<file path="config.mk">
export PLATFORM = sky130hd
export DESIGN_NAME = pipeline_hazard_ctrl
export DESIGN_NICKNAME = d
export VERILOG_FILES = /design/src/rtl/pipeline_hazard_ctrl.sv
export SDC_FILE = /design/constraint.sdc
export NUM_CORES = 1
export LEC_CHECK = 0
export CAP_MARGIN = 20
export CORE_AREA = 10 10 62 64
export DETAILED_ROUTE_END_ITERATION = 8
export DIE_AREA = 0 0 72 74
export PLACE_DENSITY = 0.72
export SKIP_CTS_REPAIR_TIMING = 1
export SLEW_MARGIN = 5
export SYNTH_ARGS = -nofsm -noshare
export SYNTH_HDL_FRONTEND = slang
export SYNTH_SLANG_ARGS = --single-unit
</file>
<file path="constraint.sdc">
create_clock -name CLK -period 2.1 [get_ports CLK]
set_clock_uncertainty 0.2 [all_clocks]
set_input_delay 0.42 -clock CLK [delete_from_list [all_inputs] [get_ports CLK]]
set_output_delay 0.42 -clock CLK [all_outputs]
set_load 0.005 [all_outputs]
</file>
<file path="src/rtl/pipeline_hazard_ctrl.sv">
// Hazard and sequencing controller for a 5-stage F/D/E/M/W pipeline.
// It produces the stall, flush and forwarding controls, and latches a sticky error when a data-memory access times out.
module pipeline_hazard_ctrl #(
  parameter int MEM_TIMEOUT = 255,
  parameter int CNT_W       = $clog2(MEM_TIMEOUT + 1)
) (
  input  logic       CLK,
  input  logic       RESET_N,
  input  logic [3:0] RA1D,
  input  logic [3:0] RA2D,
  input  logic [3:0] RA1E,
  input  logic [3:0] RA2E,
  input  logic [3:0] WA3E,
  input  logic [3:0] WA3M,
  input  logic [3:0] WA3W,
  input  logic       RegWriteE,
  input  logic       RegWriteM,
  input  logic       RegWriteW,
  input  logic       MemToRegE,
  input  logic       PCSrcD,
  input  logic       PCSrcE,
  input  logic       PCSrcM,
  input  logic       PCSrcW,
  input  logic       BranchTakenE,
  input  logic       MemReqM,
  input  logic       MemReadyM,
  output logic [1:0] ForwardAE,
  output logic [1:0] ForwardBE,
  output logic       StallF,
  output logic       StallD,
  output logic       StallE,
  output logic       StallM,
  output logic       FlushD,
  output logic       FlushE,
  output logic       FlushW,
  output logic       MemErr
);

  typedef enum logic [1:0] {
    RUN      = 2'd0,
    MEM_WAIT = 2'd1,
    ERROR    = 2'd2
  } state_e;

  localparam logic [CNT_W-1:0] CNT_LAST = CNT_W'(MEM_TIMEOUT - 1);
  localparam logic [CNT_W-1:0] CNT_MAX  = CNT_W'(MEM_TIMEOUT);

  state_e           state_q, state_d;
  logic [CNT_W-1:0] cnt_q, cnt_d;

  logic ldr_stall;
  logic pc_wr_pend;
  logic mem_stall;

  // R15 is the PC and is never forwarded; the M stage has priority over the W stage.
  function automatic logic [1:0] fwd_sel(
    input logic [3:0] ra,
    input logic [3:0] wa_m,
    input logic       we_m,
    input logic [3:0] wa_w,
    input logic       we_w
  );
    logic [1:0] sel;
    sel = 2'b00;
    if (ra != 4'hF) begin
      if (we_m && (ra == wa_m))      sel = 2'b10;
      else if (we_w && (ra == wa_w)) sel = 2'b01;
    end
    return sel;
  endfunction

  function automatic logic [CNT_W-1:0] sat_inc(input logic [CNT_W-1:0] v);
    return (v == CNT_MAX) ? v : v + 1'b1;
  endfunction

  assign ldr_stall  = MemToRegE & RegWriteE & ((RA1D == WA3E) | (RA2D == WA3E));
  assign pc_wr_pend = PCSrcD | PCSrcE | PCSrcM;
  assign mem_stall  = MemReqM & ~MemReadyM;

  always_ff @(posedge CLK or negedge RESET_N) begin
    if (!RESET_N) begin
      state_q <= RUN;
      cnt_q   <= '0;
    end else begin
      state_q <= state_d;
      cnt_q   <= cnt_d;
    end
  end

  // The counter tracks consecutive un-acked cycles, so the first stalled cycle already counts as 1.
  always_comb begin
    state_d = state_q;
    cnt_d   = cnt_q;
    unique case (state_q)
      RUN: begin
        if (mem_stall) begin
          state_d = MEM_WAIT;
          cnt_d   = sat_inc(cnt_q);
        end else begin
          cnt_d   = '0;
        end
      end
      MEM_WAIT: begin
        if (mem_stall) begin
          if (cnt_q == CNT_LAST) state_d = ERROR;
          cnt_d = sat_inc(cnt_q);
        end else begin
          state_d = RUN;
          cnt_d   = '0;
        end
      end
      ERROR: begin
        state_d = ERROR;
      end
      default: begin
        state_d = RUN;
        cnt_d   = '0;
      end
    endcase
  end

  // Reset forces the outputs directly, so they are well defined while RESET_N is low, whatever the other inputs are.
  always_comb begin
    ForwardAE = fwd_sel(RA1E, WA3M, RegWriteM, WA3W, RegWriteW);
    ForwardBE = fwd_sel(RA2E, WA3M, RegWriteM, WA3W, RegWriteW);
    StallF    = ldr_stall | pc_wr_pend;
    StallD    = ldr_stall;
    StallE    = 1'b0;
    StallM    = 1'b0;
    FlushD    = pc_wr_pend | PCSrcW | BranchTakenE;
    FlushE    = ldr_stall | BranchTakenE;
    FlushW    = 1'b0;
    MemErr    = 1'b0;

    if (!RESET_N) begin
      ForwardAE = 2'b00;
      ForwardBE = 2'b00;
      StallF    = 1'b0;
      StallD    = 1'b0;
      FlushD    = 1'b1;
      FlushE    = 1'b1;
      FlushW    = 1'b1;
    end else if ((state_q == ERROR) || mem_stall) begin
      // Freeze everything and drop bubbles into W. Any branch flush stays pending until M advances.
      StallF = 1'b1;
      StallD = 1'b1;
      StallE = 1'b1;
      StallM = 1'b1;
      FlushD = 1'b0;
      FlushE = 1'b0;
      FlushW = 1'b1;
      MemErr = (state_q == ERROR);
    end
  end

endmodule

</file>
## Word level (Yosys, flattened, before mapping)

Index checks and enable logic that the tools add are counted.
Widths: inputs -> output; s select.

- Equal/unequal tests: 15
- Mux-type cells: 28
- Reduce and logical (&&, ||, !) cells: 9
- Add/sub/neg operators: 1
- Bitwise operators: 12

Operator list:

| kind | number |
|---|---|
| $eq 4x4->1 | 6 |
| $mux 2 | 9 |
| $eq 8x8->1 const B | 2 |
| $mux 8 | 2 |
| $pmux 8 s2 | 1 |
| $mux 1 | 15 |
| $add 8x1->8 const B | 1 |
| $ne 4x4->1 const B | 2 |
| $or 1x1->1 | 7 |
| $ne 3x3->1 const B | 2 |
| $pmux 2 s3 | 1 |
| $logic_and 1x1->1 | 4 |
| $reduce_and 2->1 | 2 |
| $and 1x1->1 | 3 |
| $eq 2x1->1 const B | 1 |
| $eq 2x2->1 const B | 1 |
| $logic_not 2->1 | 1 |
| $ne 2x2->1 const B | 1 |
| $not 1->1 | 2 |
| $reduce_or 2->1 | 1 |
| $logic_or 1x1->1 | 1 |

- Output and inout port bits: 12
- Logic and storage cells: 67
- Flip-flop bits (word level): 10
- Input bits: 41

## Logic depth before layout (Yosys ltp)

Gate-level depths: netlist of run 1.

- Word-level depth: 6
- Gate-level depth with buffers: 6
- Depth with buffers taken out: 5

## Least setup slack after synthesis of run 1

Ideal clock, no wire load.

- Path kind: input to output
- Start: input port RA1D[2]
- End: output port FlushE
- Buffers on the path: 0
- Arrival: 1.158 ns
- Cell stages on the path: 4
- Slack: 0.322 ns
- Required time: 1.480 ns
- Cell sequence: xor2_1 > nor4_1 > nor2_1 > o211ai_1

- Word-level cells in the longest chain between the ends: 6

Ends and longest elaborated chain:

| what | line | source |
|---|---|---|
| from (decl) | 9 | `input logic [3:0] RA1D,` |
| $eq 4x4->1 | 76 | `assign ldr_stall = MemToRegE & RegWriteE & ((RA1D == WA3E) \| (RA2D == WA3E));` |
| $or 1x1->1 | 76 |  |
| $and 1x1->1 | 76 |  |
| $or 1x1->1 | 131 | `FlushE = ldr_stall \| BranchTakenE;` |
| $mux 1 | 143 | `end else if ((state_q == ERROR) \|\| mem_stall) begin` |
| $mux 1 | 135 | `if (!RESET_N) begin` |
| to (decl) | 34 | `output logic FlushE,` |

Every way passes these cells.

## Final worst setup path of run 1

- Start: input port PCSrcE
- End: output port FlushD

- Word-level cells in the longest chain between the ends: 6

Ends and longest elaborated chain:

| what | line | source |
|---|---|---|
| from (decl) | 21 | `input logic PCSrcE,` |
| $or 1x1->1 (2 in a row) | 77 | `assign pc_wr_pend = PCSrcD \| PCSrcE \| PCSrcM;` |
| $or 1x1->1 (2 in a row) | 130 | `FlushD = pc_wr_pend \| PCSrcW \| BranchTakenE;` |
| $mux 1 | 143 |  |
| $mux 1 | 135 |  |
| to (decl) | 33 | `output logic FlushD,` |

Every way passes these cells.

==> results.ini, run 1 <==
[critical_path]
cp_max_fo = 2
crit_family = buffers and inverters
worstPathCellList = clkdlybuf4s50_1, or3_4, nor3_2, o21ai_1, clkbuf_2
cp_num_buf_inv = 2
startpoint_type = primary input
required_ps = 1480
slowest_delay_ps = 410
crit_slowest_cell = clkdlybuf4s50_1
crit_path_end_kind = primary output
worst_ep_arrival_time_ps = 1560
critical_path_class = in2out

[cells_and_area]
fin_util = 0.695
regArea_sq_um = 250
finalInstanceArea_sq_um = 1850
drive_gt1_frac = 0.339
nFillCells = 198
fin_cells = 223
multi_input_area_sq_um = 825
final_cell_mix = dlymetal6s2s_1 (31), buf_4 (19), nor2_1 (11), nand2_1 (10), dfrtp_1 (10)
nets = 237
final_common_cell = dlymetal6s2s_1
antennaDiodeCount = 0
syn2layout_area_growth_pct = 91.5

[synthesis]
yosysSeqAreaShare = 0.259
yosysWarnings = 0
synth_edf_count = 0
syn_inst = 120
syn_area_sq_um = 966
synth_seq_cells = 10
syn_nets = 163
synth_ff_type = dfrtp_1
synthArstFlopShare = 1.00
syn_avg_cell_area_sq_um = 8.05
ys_types = 36

[die]
die_h_um = 74
core_sq_um = 2660
ios = 53
num_rows = 19
die_x_um = 72
start_util = 0.363
dieArea_sq_um = 5330

[global_routing]
grt-ovfl-total = 0
grt_pass1_wl_um = 5380
grt_pass1_vias = 1124
antenna_found_initial = 0
grt_start_max_net_pins = 15
track_usage = 0.125

[power]
seq_power_share = 0.352
internal-power_mw = 0.395
power_frac_comb = 0.418
leakagePower_nw = 1.06
sw_frac_of_total = 0.303
power_mw = 0.567
peakVddDrop_mv = 0.331
p_per_area_nw_per_um2 = 307
switching_power_mw = 0.172
clockPowerShare = 0.230

[hold_path]
holdCritPathClass = in2async

[drt]
via_count = 1224
drt_pre_antenna_iters = 4
postRouteWirelength_um = 3970
ant_nets = 0
vias_per_cell = 5.49
wl_per_cell_um = 17.8
post-route-drc-count = 0
drtIter0Drc = 42

[cts]
clock_path_buffers = 2
cts_sinks = 10
cts-htree-levels = 1
numCtsBuffers = 3
cts_tree = built
path_clk_slew_ps = 60
clock_latency_ps = 270
cts_root_buf = clkbuf_4

[placed_design]
gp_congestion = 0.858
postPlaceCellArea_sq_um = 1630
placedCellCount = 216
port_buffers = 52
hpwlAfterDp_um = 2920

[sta]
timing.final.max_slew_violations = 0
worst_slack_ps = -83.3
hold_violations = 0
grt_setup_unrepaired = true
min_period_over_period = 1.04
tightest_slew_ps = 332
finalSetupViolations = 2
maxSlewHeadroom = 0.778
fin_crit_ps = 2180
fmax_mhz = 458

[run]
maxCapViolations = 0

[run_status]
status = finished, violations left
violations = setup timing

==> area by class of cell <==
class / count / share of cell area
clock buffer: 3 / 0.0122
inverter: 5 / 0.0101
multi-input combinational: 102 / 0.446
sequential: 10 / 0.135
tap: 31 / 0.0210
timing repair buffer: 72 / 0.376
==> kinds of logic after synthesis <==
logic type,synth area share
XOR/XNOR,0.199
flip-flops,0.259
buffers and inverters,0.0363
adder cells (fa/ha/maj),0.0259
AO/OA/AOI/OAI,0.183
AND/OR/NAND/NOR,0.297
==> state kept, by name, summed over array words and instances, names as in the netlist <==
register / cells
cnt_q: 8
state_q: 2
==> routing by layer <==
layer  routed length [um]  global-route usage  vias to the layer above
met1                 1710               0.169                      588
met5                    0                   0                        -
met4                   71              0.0516                        0
met2                 1810               0.185                       54
li1                     -                   -                      575
met3                  383              0.0293                        7
==> final timing paths <==
| check | depth (start not counted) | start | slack [ps] | endpoint |
|---|---|---|---|---|
| min reg2reg | 1 | cnt_q[5] | 350 | cnt_q[5] |
| max | 5 | PCSrcE | -80 | FlushD |
| max reg2reg | 5 | state_q[1] | 350 | cnt_q[5] |
| max in group asynchronous | 4 | RESET_N | 1440 | cnt_q[5] |
| min | 3 | RESET_N | 20 | cnt_q[2] |
| min in group CLK | 3 | MemReadyM | 320 | state_q[0] |
==> metrics by stage <==
step | setup TNS, ps | hold slack [ps] | setup slack [ps]
2_1_floorplan | 0 | -75.6 | 322
3_3_place_gp | -6400 | 324 | -692
3_5_place_dp | -6640 | 327 | -753
4_1_cts | -6690 | 299 | -758
5_1_grt | -284 | 44.5 | -139
6_report | -145 | 20.9 | -83.3
==> power groups by stage <==
stage | clock, mW | combinational, mW | sequential [mW]
after floorplan | 0 | 0.0669 | 0.202
after global placement | 0 | 0.206 | 0.203
after detailed placement | 0 | 0.210 | 0.203
after CTS | 0.138 | 0.211 | 0.199
after global routing | 0.141 | 0.255 | 0.200
final | 0.131 | 0.237 | 0.199
==> worst min-delay path: cells and delay by family <==
| kind | cells | cell delay [ps] |
|---|---|---|
| buffers and inverters | 3 | 380 |
==> synthesized netlist by cell type (all sizes together) (3+ instances only) <==
cell   number  area, sq um
xor2       14          123
nand2      12         45.0
nor2       11         41.3
dfrtp      10          250
xnor2       8         70.1
nand4       7         50.1
o21ai       6         30.0
inv         5         18.8
a21oi       4         20.0
a31oi       4         25.0
nor4        4         25.0
o31ai       4         35.0
and2        3         18.8
nand3       3         15.0
nor3        3         15.0
Note: power is estimated with default switching activity, not from simulation.
==> run 2, diff against run 1 <==
- ABC_AREA: not set -> 0
==> results of run 2 <==
No change in the layout: final DEF, timing and power equal those of run 1.
